`src/rtl/reaction_pkg.sv`:
```
// Shared constants for the reaction timer: FSM encoding, LFSR taps/seed, BCD widths.
package reaction_pkg;

    // FSM state encoding
    localparam logic [1:0] ST_IDLE   = 2'd0;
    localparam logic [1:0] ST_WAIT   = 2'd1;
    localparam logic [1:0] ST_TIMING = 2'd2;
    localparam logic [1:0] ST_DONE   = 2'd3;

    // BCD display geometry
    localparam int         DIGIT_W    = 4;
    localparam int         NUM_DIGITS = 4;
    localparam logic [3:0] BCD_NINE   = 4'd9;

    // 16-bit Fibonacci LFSR, taps 16,14,13,11 -> bit positions 15,13,12,10
    localparam logic [15:0] LFSR_TAPS         = 16'hB400;
    localparam logic [15:0] LFSR_SEED_DEFAULT = 16'hACE1;

    // One LFSR step: shift left, feedback is the XOR of the tapped bits.
    function automatic logic [15:0] lfsr_next(input logic [15:0] s);
        return {s[14:0], ^(s & LFSR_TAPS)};
    endfunction

endpackage

```
`src/rtl/bcd_counter4.sv`:
```
// Four-digit BCD up-counter with synchronous clear, saturating at 9999.
module bcd_counter4
    import reaction_pkg::*;
(
    input  logic                             clk,
    input  logic                             rst_n,
    input  logic                             clr_i,
    input  logic                             inc_i,
    output logic [NUM_DIGITS*DIGIT_W-1:0]    digits_o,
    output logic                             at_max_o
);

    logic [NUM_DIGITS-1:0][DIGIT_W-1:0] dig_q, dig_d;

    assign at_max_o = (dig_q == {NUM_DIGITS{BCD_NINE}});
    assign digits_o = dig_q;

    // Ripple-carry BCD increment; clear has priority, increment is suppressed at 9999.
    always_comb begin
        logic carry;
        // NOTE: every signal driven in a combinational block gets a default first so no path infers a latch.
        dig_d = dig_q;
        carry = inc_i && !at_max_o;
        for (int i = 0; i < NUM_DIGITS; i++) begin
            if (carry) begin
                if (dig_q[i] == BCD_NINE) begin
                    dig_d[i] = '0;
                end else begin
                    dig_d[i] = dig_q[i] + DIGIT_W'(1);
                    carry    = 1'b0;
                end
            end
        end
        if (clr_i) begin
            dig_d = '0;
        end
    end

    // Digit registers.
    always_ff @(posedge clk or negedge rst_n) begin
        // NOTE: state registers use non-blocking assignments so every flop samples pre-edge values.
        if (!rst_n) begin
            dig_q <= '0;
        end else begin
            dig_q <= dig_d;
        end
    end

endmodule

```
`src/rtl/reaction_timer_core.sv`:
```
// Reaction timer: random wait, go LED, millisecond BCD measurement, false-start and overflow flags.
module reaction_timer_core
    import reaction_pkg::*;
#(
    parameter int          TICK_DIV     = 50000,
    parameter int          DELAY_MIN_MS = 1000,
    parameter logic [15:0] DELAY_MASK   = 16'h0FFF,
    parameter logic [15:0] LFSR_SEED    = LFSR_SEED_DEFAULT
) (
    input  logic       clk,
    input  logic       rst_n,
    input  logic       start,
    input  logic       stop,
    output logic       led,
    output logic       busy,
    output logic       false_start,
    output logic       overflow,
    output logic [3:0] d3,
    output logic [3:0] d2,
    output logic [3:0] d1,
    output logic [3:0] d0
);

    localparam int TICK_W = (TICK_DIV > 1) ? $clog2(TICK_DIV) : 1;

    logic [1:0]        state_q, state_d;
    logic [15:0]       lfsr_q;
    logic [TICK_W-1:0] tick_cnt_q;
    logic [15:0]       dly_q, dly_d;
    logic              led_q, busy_q, fs_q, fs_d, ov_q, ov_d;
    logic              tick, tick_clr, cnt_clr, cnt_inc, at_max;
    logic [15:0]       digits;

    assign tick = (tick_cnt_q == TICK_W'(TICK_DIV - 1));

    bcd_counter4 u_count (
        .clk      (clk),
        .rst_n    (rst_n),
        .clr_i    (cnt_clr),
        .inc_i    (cnt_inc),
        .digits_o (digits),
        .at_max_o (at_max)
    );

    assign {d3, d2, d1, d0} = digits;
    assign led              = led_q;
    assign busy             = busy_q;
    assign false_start      = fs_q;
    assign overflow         = ov_q;

    // Free-running LFSR; it shifts in every state so the wait depends on when start is pressed.
    always_ff @(posedge clk or negedge rst_n) begin
        if (!rst_n) lfsr_q <= LFSR_SEED;
        else        lfsr_q <= lfsr_next(lfsr_q);
    end

    // Millisecond tick divider, restarted whenever WAIT or TIMING is entered.
    always_ff @(posedge clk or negedge rst_n) begin
        if (!rst_n)               tick_cnt_q <= '0;
        else if (tick_clr || tick) tick_cnt_q <= '0;
        else                      tick_cnt_q <= tick_cnt_q + TICK_W'(1);
    end

    // Next-state logic; stop is checked before tick so a coincident stop always wins.
    always_comb begin
        state_d  = state_q;
        dly_d    = dly_q;
        fs_d     = fs_q;
        ov_d     = ov_q;
        tick_clr = 1'b0;
        cnt_clr  = 1'b0;
        cnt_inc  = 1'b0;
        case (state_q)
            ST_IDLE, ST_DONE: begin
                if (start) begin
                    state_d  = ST_WAIT;
                    dly_d    = 16'(DELAY_MIN_MS) + (lfsr_q & DELAY_MASK);
                    fs_d     = 1'b0;
                    ov_d     = 1'b0;
                    tick_clr = 1'b1;
                    cnt_clr  = 1'b1;
                end
            end
            ST_WAIT: begin
                if (stop) begin
                    state_d = ST_DONE;
                    fs_d    = 1'b1;
                end else if (tick) begin
                    dly_d = dly_q - 16'd1;
                    if (dly_q == 16'd1) begin
                        state_d  = ST_TIMING;
                        tick_clr = 1'b1;
                    end
                end
            end
            ST_TIMING: begin
                if (stop) begin
                    state_d = ST_DONE;
                end else if (tick) begin
                    if (at_max) begin
                        ov_d    = 1'b1;
                        state_d = ST_DONE;
                    end else begin
                        cnt_inc = 1'b1;
                    end
                end
            end
            default: state_d = ST_IDLE;
        endcase
    end

    // FSM, wait counter and registered status outputs.
    always_ff @(posedge clk or negedge rst_n) begin
        if (!rst_n) begin
            state_q <= ST_IDLE;
            dly_q   <= '0;
            led_q   <= 1'b0;
            busy_q  <= 1'b0;
            fs_q    <= 1'b0;
            ov_q    <= 1'b0;
        end else begin
            state_q <= state_d;
            dly_q   <= dly_d;
            led_q   <= (state_d == ST_TIMING);
            busy_q  <= (state_d == ST_WAIT) || (state_d == ST_TIMING);
            fs_q    <= fs_d;
            ov_q    <= ov_d;
        end
    end

endmodule

```
`config.mk`:
```
export PLATFORM = sky130hd
export DESIGN_NAME = reaction_timer_core
export DESIGN_NICKNAME = d
export VERILOG_FILES = /design/src/rtl/reaction_pkg.sv /design/src/rtl/bcd_counter4.sv /design/src/rtl/reaction_timer_core.sv
export SDC_FILE = /design/constraint.sdc
export NUM_CORES = 1
export LEC_CHECK = 0
export ABC_AREA = 0
export BUFFER_PORTS_ARGS = -buffer_cell sky130_fd_sc_hd__buf_4
export CORE_MARGIN = 3
export CORE_UTILIZATION = 46
export CTS_CLUSTER_DIAMETER = 150
export DETAILED_ROUTE_END_ITERATION = 12
export MAX_ROUTING_LAYER = met4
export PLACE_DENSITY_LB_ADDON = 0.05
export SETUP_SLACK_MARGIN = 0.5
export SLEW_MARGIN = 20
export SYNTH_ARGS = -nofsm -noshare
export SYNTH_HDL_FRONTEND = slang
export SYNTH_SLANG_ARGS = --single-unit
```
`constraint.sdc`:
```
create_clock -name clk -period 2.2 [get_ports clk]
set_input_delay 0.22 -clock clk [delete_from_list [all_inputs] [get_ports clk]]
set_output_delay 0.22 -clock clk [all_outputs]
set_load 0.01 [all_outputs]
```
==> results of run 1 <==
## logic make-up (layout without fill, tap and decap cells)
family	count (synthesis)	count (layout)	share of synthesized area
simple gates	157	157	0.2320
compound gates	81	81	0.1368
flops	70	70	0.4755
buf+inv	33	116	0.03512
xor+xnor	25	25	0.05910
fa+ha+maj	15	15	0.05066
mux	4	4	0.01081
## stage by stage
stage                     setup TNS (ns)  hold WS [ns]  total power [mW]    util
after global placement                 0        0.1825             3.270  0.5543
final                            -0.1432        0.2374             4.511  0.6419
after floorplan                        0      -0.07559             2.672       -
after CTS                        -0.2037        0.2205             4.314  0.6095
after global routing              -1.566        0.2559             4.844  0.6419
after detailed placement         -0.1143        0.1901             3.293  0.5543
## layout by cell type (no fill, tap or decap), types with 3 or more instances in the layout
master	count
a21oi_1	17
a21oi_2	12
a31oi_1	4
and2_1	3
and3_1	5
and3b_1	4
and4_1	3
buf_12	3
buf_4	57
buf_6	19
clkbuf_8	10
clkinv_2	3
dfrtp_1	62
dfstp_2	8
ha_1	15
inv_1	19
mux2i_1	4
nand2_1	25
nand3_1	6
nand3_2	8
nand3b_1	3
nand4_1	9
nand4b_1	5
nor2_1	43
nor2b_1	3
nor3_1	9
nor4_4	3
o211ai_1	4
o21ai_0	7
o21ai_1	9
o21ai_2	5
o22a_1	3
o41ai_2	3
or3_1	4
or3_4	4
or4_1	5
xnor2_1	11
xor2_1	13
## report_power, final
part / switching (mW) / total, mW / internal (mW)
clock network: 0.481 / 0.917 / 0.435
registers: 0.156 / 1.62 / 1.47
logic: 1.15 / 1.97 / 0.820
## registers in the layout, summed over array words and instances (netlist names)
register	flops
u_count.digits_o	16
false_start	1
lfsr_q	16
led	1
busy	1
tick_cnt_q	16
state_q	2
overflow	1
dly_q	16
## worst min path at each step
| stage | depth (start not counted) | to | startpoint |
|---|---|---|---|
| floorplan | 0 | busy | rst_n |
| global placement | 1 | u_count.digits_o[5] | rst_n |
| detailed placement | 1 | u_count.digits_o[5] | rst_n |
| CTS | 3 | false_start | stop |
| global route | 3 | false_start | stop |
| finish | 3 | false_start | stop |
## cell type report
| class | instances | share of cell area |
|---|---|---|
| clock buffers | 12 | 0.02911 |
| clock inverters | 4 | 0.004517 |
| inverters | 19 | 0.01430 |
| multi-input cells | 282 | 0.4274 |
| flip-flops and latches | 70 | 0.3533 |
| well taps | 102 | 0.02560 |
| repair buffers | 81 | 0.1458 |
## metal layers
layer / vias to the layer above / track usage
li1: 1553 / -
met1: 1609 / 0.2817
met2: 53 / 0.3515
met3: 11 / 0.02893
met4: 0 / 0.08886
met5: - / -
## critical path: cells and delay by family (launching register included)
kind	cells	cell delay, ns
AO/OA/AOI/OAI	2	0.44
buffers and inverters	2	0.27
flip-flops	1	0.38
AND/OR/NAND/NOR	3	1.07
## timing repair
item                       in CTS  in global routing
buffers inserted                9                  9
hold endpoints to repair       23                  0
gates cloned                    0                  1
hold buffers                    1                  0
setup endpoints to repair      53                 53
gates resized for setup        41                 41
pin swaps                      17                 16
==> impl_metrics.csv, run 1 <==
group,metric,value,unit
setup_path,reg2reg_slack,-0.04,ns
timing,min_period,2.244,ns
synthesis,synthTopCellsByArea,"dfrtp_1 (42%), dfstp_2 (5.7%), ha_1 (5.1%)",
placement,place_area,4305,µm²
die,die_w,95.75,µm
synthesis,synth_cell_types,52,
setup_path,cp-start-kind,"flop",
placement,hpwl,6128,µm
worst_hold_path,min_path_type,"input port to flop",
die,die_area,9167,µm²
setup_path,path_max_fanout,3,
die,io_pins,24,
clock_tree,clkTransAtPathRegs,0.07,ns
route,drc,0,
setup_path,endpoint,"dly_q[14]",
route,drt-total-wl,9256,µm
cells_and_area,nNetsFinal,482,
cells_and_area,stdcell_count,570,
timing,rsz0062_at_grt,"yes",
clock_tree,clockRootBuffer,"clkbuf_8",
timing,slew_viol_final,0,
setup_path,required,2.47,ns
setup_path,cp-end-kind,"flop",
setup_path,crit_path_cell_trace,"or4b_4, buf_6, buf_4, o41ai_4, nand2_2, or3_4, a21oi_2",
setup_path,arrival,2.51,ns
route,wl_met2,4543,µm
power_and_ir_drop,irDropWorstVdd,0.6038,mV
route,met3WireLength,287,µm
route,firstDrtPassIters,4,
synthesis,synth_common_cells,"dfrtp_1 (62), nor2_1 (44), a21oi_1 (29), nand2_1 (27), o21ai_0 (20)",
synthesis,syn-instance-count,385,
setup_path,slowest_delay,0.56,ns
cells_and_area,drive_gt1_frac,0.3376,
synthesis,yosys.area.top_type,"dfrtp_1",
synthesis,synthesis.area,3705,µm²
synthesis,synth_edf_count,0,
synthesis,synth-seq-cells,70,
synthesis,yosys.area.top_type_share,0.4188,
placement,portBuffers,23,
setup_path,ff2ff_path_depth,7,
synthesis,synth.yosys.warnings,0,
die,core.rowCount,32,
cells_and_area,stdcell_area,4986,µm²
die,die_y,95.75,µm
route,wire_per_inst,16.24,µm
cells_and_area,multiInputGateArea,2131,µm²
synthesis,syn_nets,404,
timing,clock.fmax,445.6,MHz
route,drtIter0Drc,143,
route,dr_total_vias,3226,
outcome,status,"finished, violations left",
power_and_ir_drop,power.leakage,2.237,nW
setup_path,r2r-end,"dly_q[14]",
grt,antenna_found_initial,0,
grt,grt_pass1_wl,15130,µm
synthesis,avgSynthCellArea,9.623,µm²
grt,grt_pass1_vias,3099,
setup_path,crit_type,"flop to flop",
clock_tree,insertion_delay,0.35,ns
route,antenna_left,0,
power_and_ir_drop,power_density,904.7,nW/µm²
synthesis,async_flop_share,1.000,
run,maxCapViolCount,0,
clock_tree,cts_sinks,70,
cells_and_area,fillers,647,
synthesis,synth.most_common_cell,"dfrtp_1",
clock_tree,cts_buffer_depth,2,
timing,slew_headroom,0.6631,
placement,routabilityCongestion,0.8029,
placement,dp_cells,534,
timing,period_share,1.020,
timing,finClkSkew,0.008491,ns
setup_path,crit_start,"tick_cnt_q[10]",
clock_tree,cts_tree,"built",
timing,setup_violations,5,
grt,overflow,0,
route,wl_met1,4286,µm
synthesis,ys.flop_type,"dfrtp_1",
clock_tree,htreeDepth,3,
cells_and_area,seq_area,1762,µm²
setup_path,cp_slowest_cell,"or4b_4",
synthesis,yosysSeqAreaShare,0.4755,
outcome,violations,"negative setup slack",
setup_path,r2r-start,"tick_cnt_q[10]",
route,top_layer_used,"met4",
cells_and_area,n_antenna_cell,0,
die,core-area,7767,µm²
grt,grt_usage,0.2192,
route,vias_per_cell,5.660,
timing,setup_slack,-0.04431,ns
timing,worstMarginPinSlew,0.4927,ns
cells_and_area,syn_to_final_growth,34.58,%
placement,place_ws,-0.06478,ns
die,start_util,0.4770,
clock_tree,cts-buffers-inserted,9,
timing,final_hold_viol_count,0,
grt,grt_max_degree,40,
No activity file was read; power rests on OpenSTA's default activity.
==> inputs of run 2 (changes only) <==
Settings changed: CELL_PAD_IN_SITES_DETAIL_PLACEMENT set to 1, CELL_PAD_IN_SITES_GLOBAL_PLACEMENT set to 1, CORE_UTILIZATION 46 to 43.
==> run 2 against run 1 <==
  * The flow finishes with violations (negative hold slack, negative setup slack)
  * Count of clock-buffer cells in the layout down 3
  * Sequential power about the same
  * Hold slack worse by 0.25 ns
  * Via count up 0.53%
  * Critical path depth unchanged
  * Routed wire length up 15%
  * Sequential share of layout area up 0.45 points
  * Maximum frequency down 2.4%
  * Final cell count down 0.35%
  * Clock power up 17%
  * Clock skew about the same
  * Critical path type unchanged
==> impl_metrics.csv, run 2 (same netlist as run 1, synthesis figures left out) <==
group,metric,value,unit
cells_and_area,final_cell_mix,"dfrtp_1 (62), buf_4 (60), nor2_1 (43)",
cells_and_area,fillers,937,
timing,clock.fmax,434.7,MHz
route,wire_per_inst,18.70,µm
route,dr_total_vias,3243,
route,antenna_left,0,
cells_and_area,seq_area,1762,µm²
setup_path,crit_type,"flop to flop",
cells_and_area,stdcell_count,568,
setup_path,reg2reg_slack,-0.10,ns
worst_hold_path,min_path_type,"input port to asynchronous set/reset pin",
route,firstDrtPassIters,4,
clock_tree,cts-buffers-inserted,9,
timing,final_hold_viol_count,19,
placement,dp_cells,535,
setup_path,path_max_fanout,6,
die,start_util,0.4464,
timing,rsz0062_at_grt,"yes",
placement,place_ws,-0.08041,ns
setup_path,cp-end-kind,"flop",
grt,grt_pass1_vias,3370,
cells_and_area,drive_gt1_frac,0.3175,
run,maxCapViolCount,0,
route,vias_per_cell,5.710,
setup_path,required,2.48,ns
timing,setup_slack,-0.1004,ns
setup_path,r2r-start,"tick_cnt_q[11]",
timing,slew_headroom,0.3983,
setup_path,ff2ff_path_depth,7,
die,io_pins,24,
die,core-area,8299,µm²
timing,fin_hold_ws,-0.01646,ns
die,die_w,98.82,µm
clock_tree,insertion_delay,0.35,ns
die,die_area,9765,µm²
cells_and_area,multiInputGateArea,2086,µm²
cells_and_area,n_antenna_cell,0,
grt,overflow,0,
timing,worstMarginPinSlew,0.9025,ns
route,drc,0,
cells_and_area,postLayoutCoreUtil,0.5932,
grt,grt_max_degree,71,
setup_path,arrival,2.58,ns
setup_path,cp-start-kind,"flop",
clock_tree,cts_hold_buffers,0,
timing,finClkSkew,0.008351,ns
cells_and_area,layout_commonest_cell,"dfrtp_1",
clock_tree,clkTransAtPathRegs,0.08,ns
clock_tree,cts_tree,"built",
placement,routabilityCongestion,0.8354,
grt,antenna_found_initial,0,
placement,place_area,4282,µm²
power_and_ir_drop,power_density,966.3,nW/µm²
cells_and_area,stdcell_area,4923,µm²
placement,hpwl,6990,µm
grt,grt_pass1_wl,17330,µm
placement,portBuffers,23,
clock_tree,cts_sinks,70,
timing,slew_viol_final,0,
timing,period_share,1.046,
grt,grt_usage,0.2295,
power_and_ir_drop,power.leakage,2.226,nW
clock_tree,clockRootBuffer,"clkbuf_8",
route,drt-total-wl,10620,µm
route,drtIter0Drc,114,
die,core.rowCount,33,
outcome,violations,"negative hold slack, negative setup slack",
timing,setup_violations,14,
clock_tree,htreeDepth,3,
clock_tree,cts_buffer_depth,2,
die,die_y,98.82,µm
cells_and_area,nNetsFinal,477,
timing,min_period,2.300,ns
power_and_ir_drop,irDropWorstVdd,0.5976,mV
setup_path,r2r-end,"u_count.digits_o[6]",
cells_and_area,syn_to_final_growth,32.89,%
outcome,status,"finished, violations left",
run 2: metal layers:
layer  up-vias  global-route usage  part of all wire
met3        16             0.03892             0.029
li1       1544                   -                 -
met2        45              0.3796              0.51
met1      1638              0.2886              0.44
met4         0             0.07038             0.016
met5         -                   -                 0
run 2: worst max-delay path, stage by stage, from the launching register on:
cell and delay, ns:
dfrtp_1 0.39, or4b_4 0.57, buf_4 0.18, nor4_4 0.21, buf_6 0.19, nand4_4 0.13
or4_1 0.42, a21oi_1 0.14
run 2: final cells by class:
class	instances	area share
clock buffers	9	0.02516
multi-input cells	282	0.4236
repair buffers	76	0.1372
inverters	19	0.01449
flip-flops and latches	70	0.3578
clock inverters	7	0.01499
well taps	105	0.02668
run 2: worst max path at each step:
stage	from	depth (start not counted)	end	slack, ns
after floorplan	tick_cnt_q[10]	5	u_count.digits_o[6]	0.07
after global placement	tick_cnt_q[13]	7	busy	-0.01
after detailed placement	tick_cnt_q[13]	7	busy	-0.08
after CTS	tick_cnt_q[7]	8	busy	-0.03
after global routing	tick_cnt_q[11]	9	dly_q[10]	-0.21
final	tick_cnt_q[11]	7	u_count.digits_o[6]	-0.10
run 2: where the power goes:
group	switching [mW]	leakage, nW	internal (mW)	total (mW)
combinational	1.22	1.23	0.824	2.04
sequential	0.178	0.910	1.46	1.64
clock	0.547	0.0879	0.525	1.07
run 2: per-stage QoR:
step                      power, mW   TNS, ns
after floorplan               2.672         0
after detailed placement      3.397  -0.08041
after global placement        3.320  -0.01128
after global routing          5.071    -2.605
after CTS                     4.680  -0.05758
final                         4.758   -0.6755
run 2: what timing repair did:
action                     4_1_cts  5_1_grt
gates cloned                     3        0
setup endpoints to repair       53       53
pin swaps                       18       15
resized for setup               46       23
buffers inserted                 8        6
==> inputs of run 3 (changes only) <==
Settings changed: CORE_UTILIZATION 43 to 29.
Clock period 2.2 ns to 2.3 ns, I/O delays scaled along.
==> run 3 against run 2 <==
  * The flow finishes with violations (negative setup slack)
  * Combinational power shrank 3%
  * First-iteration DRC count grew 73%
  * Die area grew 45%
  * Global-route usage shrank 6.3 points
  * Hold slack gained 0.27 ns
  * Count of clock-buffer cells in the layout grew 2
  * Sequential cell count is the same
  * Routed wire length grew 2.2%
  * Core utilization shrank 18 points
  * Critical path depth is the same
  * Critical path type unchanged
  * Critical endpoint unchanged
==> impl_metrics.csv, run 3 (same netlist as run 1, synthesis figures left out) <==
group,metric,value,unit
placement,portBuffers,23,
cells_and_area,postLayoutCoreUtil,0.4122,
route,dr_total_vias,3217,
clock_tree,cts_sinks,70,
route,wl_met2,5353,µm
cells_and_area,syn_to_final_growth,36.44,%
cells_and_area,final_cell_mix,"dfrtp_1 (62), buf_4 (61), nor2_1 (43)",
placement,dp_cells,594,
timing,slew_headroom,0.6775,
power_and_ir_drop,power.total,4.847,mW
placement,place_ws,0.01012,ns
die,start_util,0.3021,
cells_and_area,layout_commonest_cell,"dfrtp_1",
setup_path,arrival,2.59,ns
setup_path,cp_slowest_cell,"or4b_4",
timing,setup_slack,-0.02739,ns
placement,hpwl,7308,µm
cells_and_area,seq_area,1762,µm²
timing,clock.fmax,429.7,MHz
cells_and_area,multiInputGateArea,2088,µm²
timing,final_hold_viol_count,0,
placement,place_area,4355,µm²
clock_tree,cts-buffers-inserted,9,
cells_and_area,nNetsFinal,477,
power_and_ir_drop,combPwrFrac,0.408,
setup_path,cp-start-kind,"flop",
setup_path,path_max_fanout,4,
setup_path,required,2.56,ns
cells_and_area,n_antenna_cell,0,
route,firstDrtPassIters,4,
power_and_ir_drop,seqPwrFrac,0.325,
setup_path,path_buf_inv,2,
timing,slew_viol_final,0,
clock_tree,htreeDepth,3,
grt,grt_max_degree,71,
route,top_layer_used,"met4",
worst_hold_path,min_path_type,"input port to flop",
timing,setup_tns,-0.02739,ns
cells_and_area,stdcell_count,631,
timing,setup_violations,1,
grt,antenna_found_initial,0,
power_and_ir_drop,power.internal,2.971,mW
timing,finClkSkew,0.009433,ns
power_and_ir_drop,power.leakage,2.211,nW
timing,rsz0062_at_grt,"yes",
route,drt-total-wl,10850,µm
setup_path,crit_path_cell_trace,"or4b_4, buf_4, nor4_4, buf_6, nand4_4, or4_1, a21oi_1",
clock_tree,clockRootBuffer,"clkbuf_16",
power_and_ir_drop,clkPwrFrac,0.266,
power_and_ir_drop,switchingPower,1.876,mW
setup_path,crit_family,"simple AND/OR/NAND/NOR gates",
outcome,violations,"negative setup slack",
power_and_ir_drop,power_density,958.9,nW/µm²
timing,fin_hold_ws,0.2515,ns
grt,grt_pass1_vias,3428,
route,antenna_left,0,
clock_tree,cts_tree,"built",
die,io_pins,24,
setup_path,cp-end-kind,"flop",
grt,grt_usage,0.1667,
cells_and_area,stdcell_area,5055,µm²
placement,routabilityCongestion,0.7761,
timing,min_period,2.327,ns
timing,worstMarginPinSlew,0.4716,ns
grt,grt_pass1_wl,18180,µm
route,met3WireLength,255,µm
setup_path,slowest_delay,0.54,ns
die,core.rowCount,40,
route,vias_per_cell,5.098,
route,drtIter0Drc,197,
run,maxCapViolCount,0,
grt,overflow,0,
die,core-area,12260,µm²
cells_and_area,drive_gt1_frac,0.3175,
clock_tree,cts_buffer_depth,2,
route,drc,0,
power_and_ir_drop,swShare,0.3870,
outcome,status,"finished, violations left",
cells_and_area,fillers,1402,
setup_path,crit_type,"flop to flop",
clock_tree,insertion_delay,0.35,ns
route,wl_met1,5031,µm
die,die_y,119.0,µm
die,die_w,119.0,µm
clock_tree,clkTransAtPathRegs,0.06,ns
timing,period_share,1.012,
die,die_area,14170,µm²
power_and_ir_drop,irDropWorstVdd,0.3111,mV
route,wire_per_inst,17.20,µm
## run 3: cell count changes in the layout (fill, tap and decap cells not counted), sizes merged
cell         delta
buf             -1
inv             -1
clkbuf          +2
bufinv          -1
dlygate4sd3     +1
clkinvlp        -4
clkinv          +4
## run 3: worst paths after layout
check | startpoint | endpoint | slack [ns] | depth (start not counted)
min | stop | false_start | 0.25 | 3
min in group asynchronous | rst_n | u_count.digits_o[3] | 0.45 | 3
max in group asynchronous | rst_n | lfsr_q[6] | 1.49 | 3
max reg2reg | tick_cnt_q[10] | u_count.digits_o[6] | -0.03 | 7
max | tick_cnt_q[10] | u_count.digits_o[6] | -0.03 | 7
min reg2reg | lfsr_q[14] | lfsr_q[15] | 0.35 | 0
## run 3: power groups by stage
stage / Clock, mW / Combinational, mW / Sequential, mW
2_1_floorplan: 0 / 0.986 / 1.57
3_3_place_gp: 0 / 1.66 / 1.58
3_5_place_dp: 0 / 1.67 / 1.58
4_1_cts: 1.34 / 1.82 / 1.57
5_1_grt: 1.41 / 2.21 / 1.60
6_report: 1.29 / 1.98 / 1.58
## run 3: final cells by class
cell class / instances / share of cell area
clock buffers: 11 / 0.04802
multi-input cells: 282 / 0.4131
clock inverters: 5 / 0.004950
well taps: 168 / 0.04158
flip-flops and latches: 70 / 0.3485
inverters: 19 / 0.01411
repair buffers: 76 / 0.1297
## run 3: worst min-delay path, cell delays in order
cell	delay, ns
buf_4	0.14
a21oi_1	0.13
a21oi_1	0.05
## run 3: timing repair
action | in CTS | in global routing
buffers inserted | 13 | 6
gates resized for setup | 20 | 46
endpoints found under the hold margin | 62 | 0
pin swaps | 16 | 14
gates cloned | 1 | 0
hold buffers | 1 | 0
endpoints found under the setup margin | 53 | 53
## run 3: routing by layer
layer	up-vias	track usage
li1	1540	-
met1	1632	0.2100
met2	34	0.2646
met3	11	0.02707
met5	-	-
met4	0	0.07386
